### config.mk
export PLATFORM = sky130hd
export DESIGN_NAME = alu_mdu_control
export DESIGN_NICKNAME = d
export VERILOG_FILES = /design/src/rtl/alu_ctrl_pkg.sv /design/src/rtl/mdu_shift_core.sv /design/src/rtl/alu_mdu_control.sv
export SDC_FILE = /design/constraint.sdc
export NUM_CORES = 1
export LEC_CHECK = 0
export CAP_MARGIN = 25
export CORE_ASPECT_RATIO = 1.5
export CORE_UTILIZATION = 53
export CTS_CLUSTER_DIAMETER = 80
export CTS_CLUSTER_SIZE = 10
export DETAILED_ROUTE_END_ITERATION = 8
export PLACE_DENSITY = 0.89
export SYNTH_ARGS = -nofsm -noshare
export SYNTH_HDL_FRONTEND = slang
export SYNTH_SLANG_ARGS = --single-unit
### constraint.sdc
create_clock -name clk -period 4.2 [get_ports clk]
set_clock_uncertainty 0.05 [all_clocks]
set_input_delay 0.63 -clock clk [delete_from_list [all_inputs] [get_ports clk]]
set_output_delay 0.63 -clock clk [all_outputs]
set_load 0.03 [all_outputs]
### src/rtl/alu_ctrl_pkg.sv
// alu_ctrl_pkg: ALU control codes, main-control ALU_Op codes, RV32M funct3 codes and MDU FSM states.
package alu_ctrl_pkg;
  localparam int ALUOP_W  = 3;
  localparam int ALUCTL_W = 4;
  typedef enum logic [3:0] {
    ALU_ADD  = 4'b0000,
    ALU_SUB  = 4'b0001,
    ALU_AND  = 4'b0010,
    ALU_OR   = 4'b0011,
    ALU_XOR  = 4'b0100,
    ALU_SLL  = 4'b0101,
    ALU_SRL  = 4'b0110,
    ALU_SRA  = 4'b0111,
    ALU_SLT  = 4'b1000,
    ALU_SLTU = 4'b1001,
    ALU_LUI  = 4'b1010
  } alu_ctl_e;
  typedef enum logic [2:0] {
    OP_R   = 3'b000,
    OP_I   = 3'b001,
    OP_LUI = 3'b010,
    OP_BR  = 3'b011,
    OP_LS  = 3'b100
  } alu_op_e;
  typedef enum logic [2:0] {
    F3_MUL    = 3'b000,
    F3_MULH   = 3'b001,
    F3_MULHSU = 3'b010,
    F3_MULHU  = 3'b011,
    F3_DIV    = 3'b100,
    F3_DIVU   = 3'b101,
    F3_REM    = 3'b110,
    F3_REMU   = 3'b111
  } m_f3_e;
  typedef enum logic [1:0] {
    S_IDLE = 2'b00,
    S_MUL  = 2'b01,
    S_DIV  = 2'b10,
    S_DONE = 2'b11
  } state_e;
  // funct7[5] means SUB only for R-type, but SRA/SRAI for both R and I.
  function automatic logic [ALUCTL_W-1:0] alu_decode(input logic [ALUOP_W-1:0] op, input logic f7b5,
                                                     input logic [2:0] f3);
    logic [ALUCTL_W-1:0] r;
    case (f3)
      3'b000:  r = (op == OP_R && f7b5) ? ALU_SUB : ALU_ADD;
      3'b001:  r = ALU_SLL;
      3'b010:  r = ALU_SLT;
      3'b011:  r = ALU_SLTU;
      3'b100:  r = ALU_XOR;
      3'b101:  r = f7b5 ? ALU_SRA : ALU_SRL;
      3'b110:  r = ALU_OR;
      default: r = ALU_AND;
    endcase
    return (op == OP_R || op == OP_I) ? r : op == OP_LUI ? ALU_LUI : op == OP_BR ? ALU_SUB : ALU_ADD;
  endfunction
endpackage

### src/rtl/mdu_shift_core.sv
// mdu_shift_core: shared hi/lo shift register with one adder for shift-add multiply and restoring divide.
module mdu_shift_core #(
  parameter int XLEN = 32
) (
  input  logic            clk,
  input  logic            reset,
  input  logic            load,
  input  logic            step,
  input  logic            div_mode,
  input  logic [XLEN-1:0] m_init,
  input  logic [XLEN-1:0] lo_init,
  output logic [XLEN-1:0] hi_nxt,
  output logic [XLEN-1:0] lo_nxt
);
  logic [XLEN-1:0] hi, lo, m;
  logic [XLEN:0] sh;
  logic [XLEN+1:0] opa, opb, sum;
  logic ge;
  // Divide subtracts via the same adder (inverted operand, carry-in); two guard bits keep the borrow sign exact.
  always_comb begin
    sh = {hi, lo[XLEN-1]};
    opa = div_mode ? {1'b0, sh} : {2'b00, hi};
    opb = div_mode ? ~{2'b00, m} : lo[0] ? {2'b00, m} : '0;
    sum = opa + opb + {{(XLEN + 1){1'b0}}, div_mode};
    ge = !sum[XLEN+1];
    hi_nxt = div_mode ? (ge ? sum[XLEN-1:0] : sh[XLEN-1:0]) : sum[XLEN:1];
    lo_nxt = div_mode ? {lo[XLEN-2:0], ge} : {sum[0], lo[XLEN-1:1]};
  end
  always_ff @(posedge clk or negedge reset)
    if (!reset) begin
      hi <= '0;
      lo <= '0;
      m <= '0;
    end else if (load) begin
      hi <= '0;
      lo <= lo_init;
      m <= m_init;
    end else if (step) begin
      hi <= hi_nxt;
      lo <= lo_nxt;
    end
endmodule

### src/rtl/alu_mdu_control.sv
// alu_mdu_control: ALU operation decode plus iterative RV32M sequencer that stalls the datapath.
// Divider hardware is built only when ALU_MDU_DIV_EN is defined; otherwise divide/remainder return 0.
module alu_mdu_control
  import alu_ctrl_pkg::*;
#(
  parameter int XLEN = 32
) (
  input  logic                clk,
  input  logic                reset,
  input  logic [ALUOP_W-1:0]  ALU_Op_i,
  input  logic [6:0]          funct7_i,
  input  logic [2:0]          funct3_i,
  input  logic [XLEN-1:0]     rs1_i,
  input  logic [XLEN-1:0]     rs2_i,
  output logic [ALUCTL_W-1:0] ALU_Operation_o,
  output logic                mdu_sel_o,
  output logic                stall_o,
  output logic                done_o,
  output logic [XLEN-1:0]     mdu_result_o
);
  localparam int CW = $clog2(XLEN) + 1;
  state_e state, state_nxt;
  logic [CW-1:0] count;
  logic [1:0] f3_q;
  logic neg_q, is_m, start, run, last, special, div_mode, s1s, s2s, n1, n2;
  logic [XLEN-1:0] a1, a2, special_res, hi_nxt, lo_nxt, mul_res, fin_res;
  logic [2*XLEN-1:0] prod, sprod;
  assign is_m = ALU_Op_i == OP_R && funct7_i == 7'b0000001;
  assign start = state == S_IDLE && is_m;
  assign run = state == S_MUL || state == S_DIV;
  assign last = count == CW'(XLEN - 1);
  assign s1s = funct3_i[2] ? !funct3_i[0] : funct3_i != F3_MULHU;
  assign s2s = funct3_i[2] ? !funct3_i[0] : funct3_i == F3_MUL || funct3_i == F3_MULH;
  assign n1 = s1s && rs1_i[XLEN-1];
  assign n2 = s2s && rs2_i[XLEN-1];
  assign a1 = n1 ? -rs1_i : rs1_i;
  assign a2 = n2 ? -rs2_i : rs2_i;
  // Magnitudes go through the core; the sign is reapplied on the final iteration's output.
  assign prod = {hi_nxt, lo_nxt};
  assign sprod = neg_q ? -prod : prod;
  assign mul_res = f3_q == 2'b00 ? sprod[XLEN-1:0] : sprod[2*XLEN-1:XLEN];
`ifdef ALU_MDU_DIV_EN
  logic rneg_q, div_zero, ovf;
  logic [XLEN-1:0] quo, rem;
  assign div_zero = rs2_i == '0;
  assign ovf = !funct3_i[0] && rs1_i == {1'b1, {(XLEN - 1){1'b0}}} && &rs2_i;
  assign special = funct3_i[2] && (div_zero || ovf);
  assign special_res = div_zero ? (funct3_i[1] ? rs1_i : '1) : (funct3_i[1] ? '0 : rs1_i);
  assign div_mode = state == S_DIV;
  assign quo = neg_q ? -lo_nxt : lo_nxt;
  assign rem = rneg_q ? -hi_nxt : hi_nxt;
  assign fin_res = div_mode ? (f3_q[1] ? rem : quo) : mul_res;
  always_ff @(posedge clk or negedge reset)
    if (!reset) rneg_q <= 1'b0;
    else if (start) rneg_q <= n1;
`else
  assign special = funct3_i[2];
  assign special_res = '0;
  assign div_mode = 1'b0;
  assign fin_res = mul_res;
`endif
  mdu_shift_core #(.XLEN(XLEN)) u_core (
    .clk(clk),
    .reset(reset),
    .load(start),
    .step(run),
    .div_mode(div_mode),
    .m_init(funct3_i[2] ? a2 : a1),
    .lo_init(funct3_i[2] ? a1 : a2),
    .hi_nxt(hi_nxt),
    .lo_nxt(lo_nxt)
  );
  always_ff @(posedge clk or negedge reset)
    if (!reset) begin
      state <= S_IDLE;
      count <= '0;
    end else begin
      state <= state_nxt;
      count <= run && !last ? count + CW'(1) : '0;
    end
  always_comb begin
    state_nxt = state == S_IDLE ? (!is_m ? S_IDLE : special ? S_DONE : funct3_i[2] ? S_DIV : S_MUL)
              : run ? (last ? S_DONE : state) : S_IDLE;
  end
  always_ff @(posedge clk or negedge reset)
    if (!reset) begin
      f3_q <= '0;
      neg_q <= 1'b0;
      mdu_result_o <= '0;
    end else begin
      if (start) begin
        f3_q <= funct3_i[1:0];
        neg_q <= n1 ^ n2;
      end
      if (start && special) mdu_result_o <= special_res;
      else if (run && last) mdu_result_o <= fin_res;
    end
  // stall is gated by reset so a held M instruction cannot stall the pipe while in reset.
  always_comb begin
    ALU_Operation_o = alu_decode(ALU_Op_i, funct7_i[5], funct3_i);
    done_o = state == S_DONE;
    mdu_sel_o = state == S_DONE;
    stall_o = reset && (start || run);
  end
endmodule
==> flow_metrics.tcl <==
set metrics [dict create \
    layout.filler_cells 1687 \
    seq_area_um2 3480 \
    die_y_um 182 \
    grt_start_max_net_pins 102 \
    cp.required_ns 4.46 \
    design_area_um2 13900 \
    status "finished, final reports clean" \
    grt_pass1_vias 11280 \
    cts_tree "done" \
    die_w_um 122 \
    synth_edf_count 0 \
    synth_xor_area_share_pct 10.6 \
    peakVddDrop_mv 0.294 \
    diodes 0 \
    synth_mux_area_share_pct 5.61 \
    antenna_found_initial 0 \
    dieArea_um2 22200 \
    holdCritPathClass "in2async" \
    syn_area_per_cell_um2 7.93 \
    htree_levels 4 \
    ios 118 \
    viasPerCell 6.19 \
    drive_gt1_share_pct 9.66 \
    p_leak_nw 5.48 \
    syn2layout_area_growth_pct 21.3 \
    yosys_warnings 0 \
    timing.rr.start "u_core.lo[0]" \
    setup_viol 0 \
    clock_latency_ns 0.44 \
    synth_top_family_by_area "compound AO/OA/AOI/OAI gates" \
    synthesis.area_um2 11400 \
    post-route-period-util_pct 96.5 \
    cts_sinks 139 \
    gp_congestion 0.950 \
    cts_made_buffers 17 \
    vias 11389 \
    grt.overflow.total 0 \
    grt_pass1_wl_mm 57.3 \
    synth.distinct_cells 74 \
    fmax_ghz 0.247 \
    cp.arrival_ns 4.31 \
    dp.cells 1809 \
    multi_input_area_um2 7610 \
    path_cells "buf_4 > and2_1 > ha_1 > buf_4 > a21oi_1 > o21ai_2 > o21ai_0 > buf_4 > nand2_1 > xor2_1 > a211o_2 > buf_4 > nor4_4 > and4b_1 > mux2i_1 > nand2_1" \
    io_buffers 117 \
    instances_no_fill 1841 \
    synthAdderAreaFrac_pct 4.34 \
    drv_slew 0 \
    max_slew_margin_pct 29.8 \
    max_cap_viol_count 0 \
    ff2ff_setup_slack_ns 0.15 \
    crit_path_max_incr_delay_ns 0.44 \
    ff2ff_path_depth 16 \
    worstMarginPinSlew_ns 1.05 \
    whs_ns 0.0385 \
    ys.flop_type "dfrtp_1" \
    first_pass_iters 6 \
    start_util_pct 54.2 \
    path_class "reg2reg" \
    critPathLaunchType "flip-flop" \
    min_period_ns 4.05 \
    core_um2 21100 \
    power.density_nw_per_um2 324 \
    cts_buffer_depth 2 \
    wl_mm 35.5 \
    nets 1678 \
    endpoint_kind "flip-flop" \
    async_flop_share_pct 100 \
    dp_hpwl_mm 26.6 \
    timing_hold_violations_final 0 \
    fin_util_pct 65.8 \
    grtUsageTotal_pct 33.1 \
    drtIter0Drc 949 \
    crit_top_cell "buf_4" \
    synth_cells 1441 \
    clkTransAtPathRegs_ns 0.06 \
    ys_ff_latch 139 \
    drt-wirelength-per-cell_um 19.3 \
    root_buffer "clkbuf_16" \
    postRouteAntennaNets 0 \
    synthSimpleGateAreaFrac_pct 20.7 \
    drc_errors 0 \
    ys_seq_area_share_pct 30.5 \
    synth_compound_area_share_pct 24.3 \
    cp_max_fo 10 \
    synthesis.nets 1559 \
    cp_slowest_cell "dfrtp_2" \
    num_rows 65 \
    regToRegEndpoint "mdu_result_o[30]" \
    placed_cell_area_um2 13200 \
]
[synthesized netlist by cell type, drive strengths merged, types with 20 or more instances]
master  number  share of area [%]
inv         30               0.99
xnor2       81                6.2
nor3        21               0.92
xor2        57                4.4
nor2       148                4.9
clkbuf      76                2.5
nand2      160                5.3
mux2i       64                5.6
a21oi      102                4.5
and2        48                2.6
o211ai      36                2.4
nor4        20                1.2
o21ai      156                6.8
dfrtp      139                 30
ha          38                4.2
[cells in the final DEF (no fill, tap or decap), types with 11 or more instances in the layout]
cell	count
xor2_1	56
nand2b_1	11
a211oi_1	12
a22oi_1	17
and2_1	48
a21o_1	14
nor2_1	148
a21oi_1	100
o41ai_1	11
o21ai_0	148
o211ai_1	36
nand2_1	160
ha_1	35
clkdlybuf4s50_1	115
or3_1	12
dfrtp_1	138
o31ai_1	19
nor4_1	17
a31oi_1	16
xnor2_1	81
nor3_1	18
mux2i_1	64
clkbuf_16	17
nand3_1	17
buf_4	74
inv_1	30
[worst max-delay path by stage]
stage / cells after the start / from / to
2_1_floorplan: 13 / u_core.lo[0] / mdu_result_o[28]
3_3_place_gp: 11 / u_core.lo[0] / mdu_result_o[31]
3_5_place_dp: 12 / u_core.lo[0] / mdu_result_o[30]
4_1_cts: 12 / u_core.lo[0] / mdu_result_o[30]
5_1_grt: 13 / u_core.lo[0] / mdu_result_o[21]
6_report: 16 / u_core.lo[0] / mdu_result_o[30]
[routing by layer]
layer  wire, µm  GRT usage, %  share of wire (%)
met2      18000          57.2                 51
met3       1830          4.46                5.1
met5          0             0                  0
met4       1880          19.3                5.3
met1      13900          38.6                 39
[flip-flops by register name, summed over array words and instances, names as in the netlist]
| register | flops |
|---|---|
| mdu_result_o | 32 |
| u_core.hi | 32 |
| u_core.lo | 32 |
| u_core.m | 32 |
| count | 6 |
| f3_q | 2 |
| state | 2 |
| neg_q | 1 |
[critical path, delay by kind of cell (launching register included)]
| kind | cells | cell delay (ns) |
|---|---|---|
| buffers and inverters | 4 | 0.72 |
| adder cells (fa/ha/maj) | 1 | 0.32 |
| AND/OR/NAND/NOR | 5 | 0.95 |
| flip-flops | 1 | 0.44 |
| multiplexers | 1 | 0.23 |
| XOR/XNOR | 1 | 0.18 |
| AO/OA/AOI/OAI | 4 | 1.01 |
[timing repair]
item	in CTS	in global routing
hold buffers	0	0
pin swaps	0	3
gates cloned	0	0
setup endpoints to repair	1	13
gates resized for setup	1	24
buffers inserted	0	0
[cell families after synthesis]
kind of cell / count (synthesis)
XOR/XNOR: 138
AO/OA/AOI/OAI: 445
flip-flops: 139
AND/OR/NAND/NOR: 496
multiplexers: 64
buffers and inverters: 120
adder cells (fa/ha/maj): 39
[where the power goes]
group	total, mW	leakage, nW	internal, mW	switching (mW)
clock	1.53	0.279	0.901	0.629
sequential	1.44	1.62	1.39	0.0522
combinational	1.52	3.57	0.634	0.883
total	4.48	5.48	2.92	1.56
[metrics by stage]
stage	total power [mW]	setup WS (ns)	setup TNS (ns)
finish	4.48	0.148	0
global route	4.68	-0.0325	-0.0382
CTS	4.44	0.0431	0
floorplan	2.34	0.243	0
detailed placement	2.90	-0.0421	-0.0421
global placement	2.88	0.134	0
[cell type report]
type	count	share of cell area (%)
clock buffer	18	3.17
clock inverter	14	1.16
inverter	30	0.813
multi-input combinational	1182	54.9
sequential	139	25.1
tap	268	2.42
timing repair buffer	190	12.4
(Power assumes the default switching activity.)
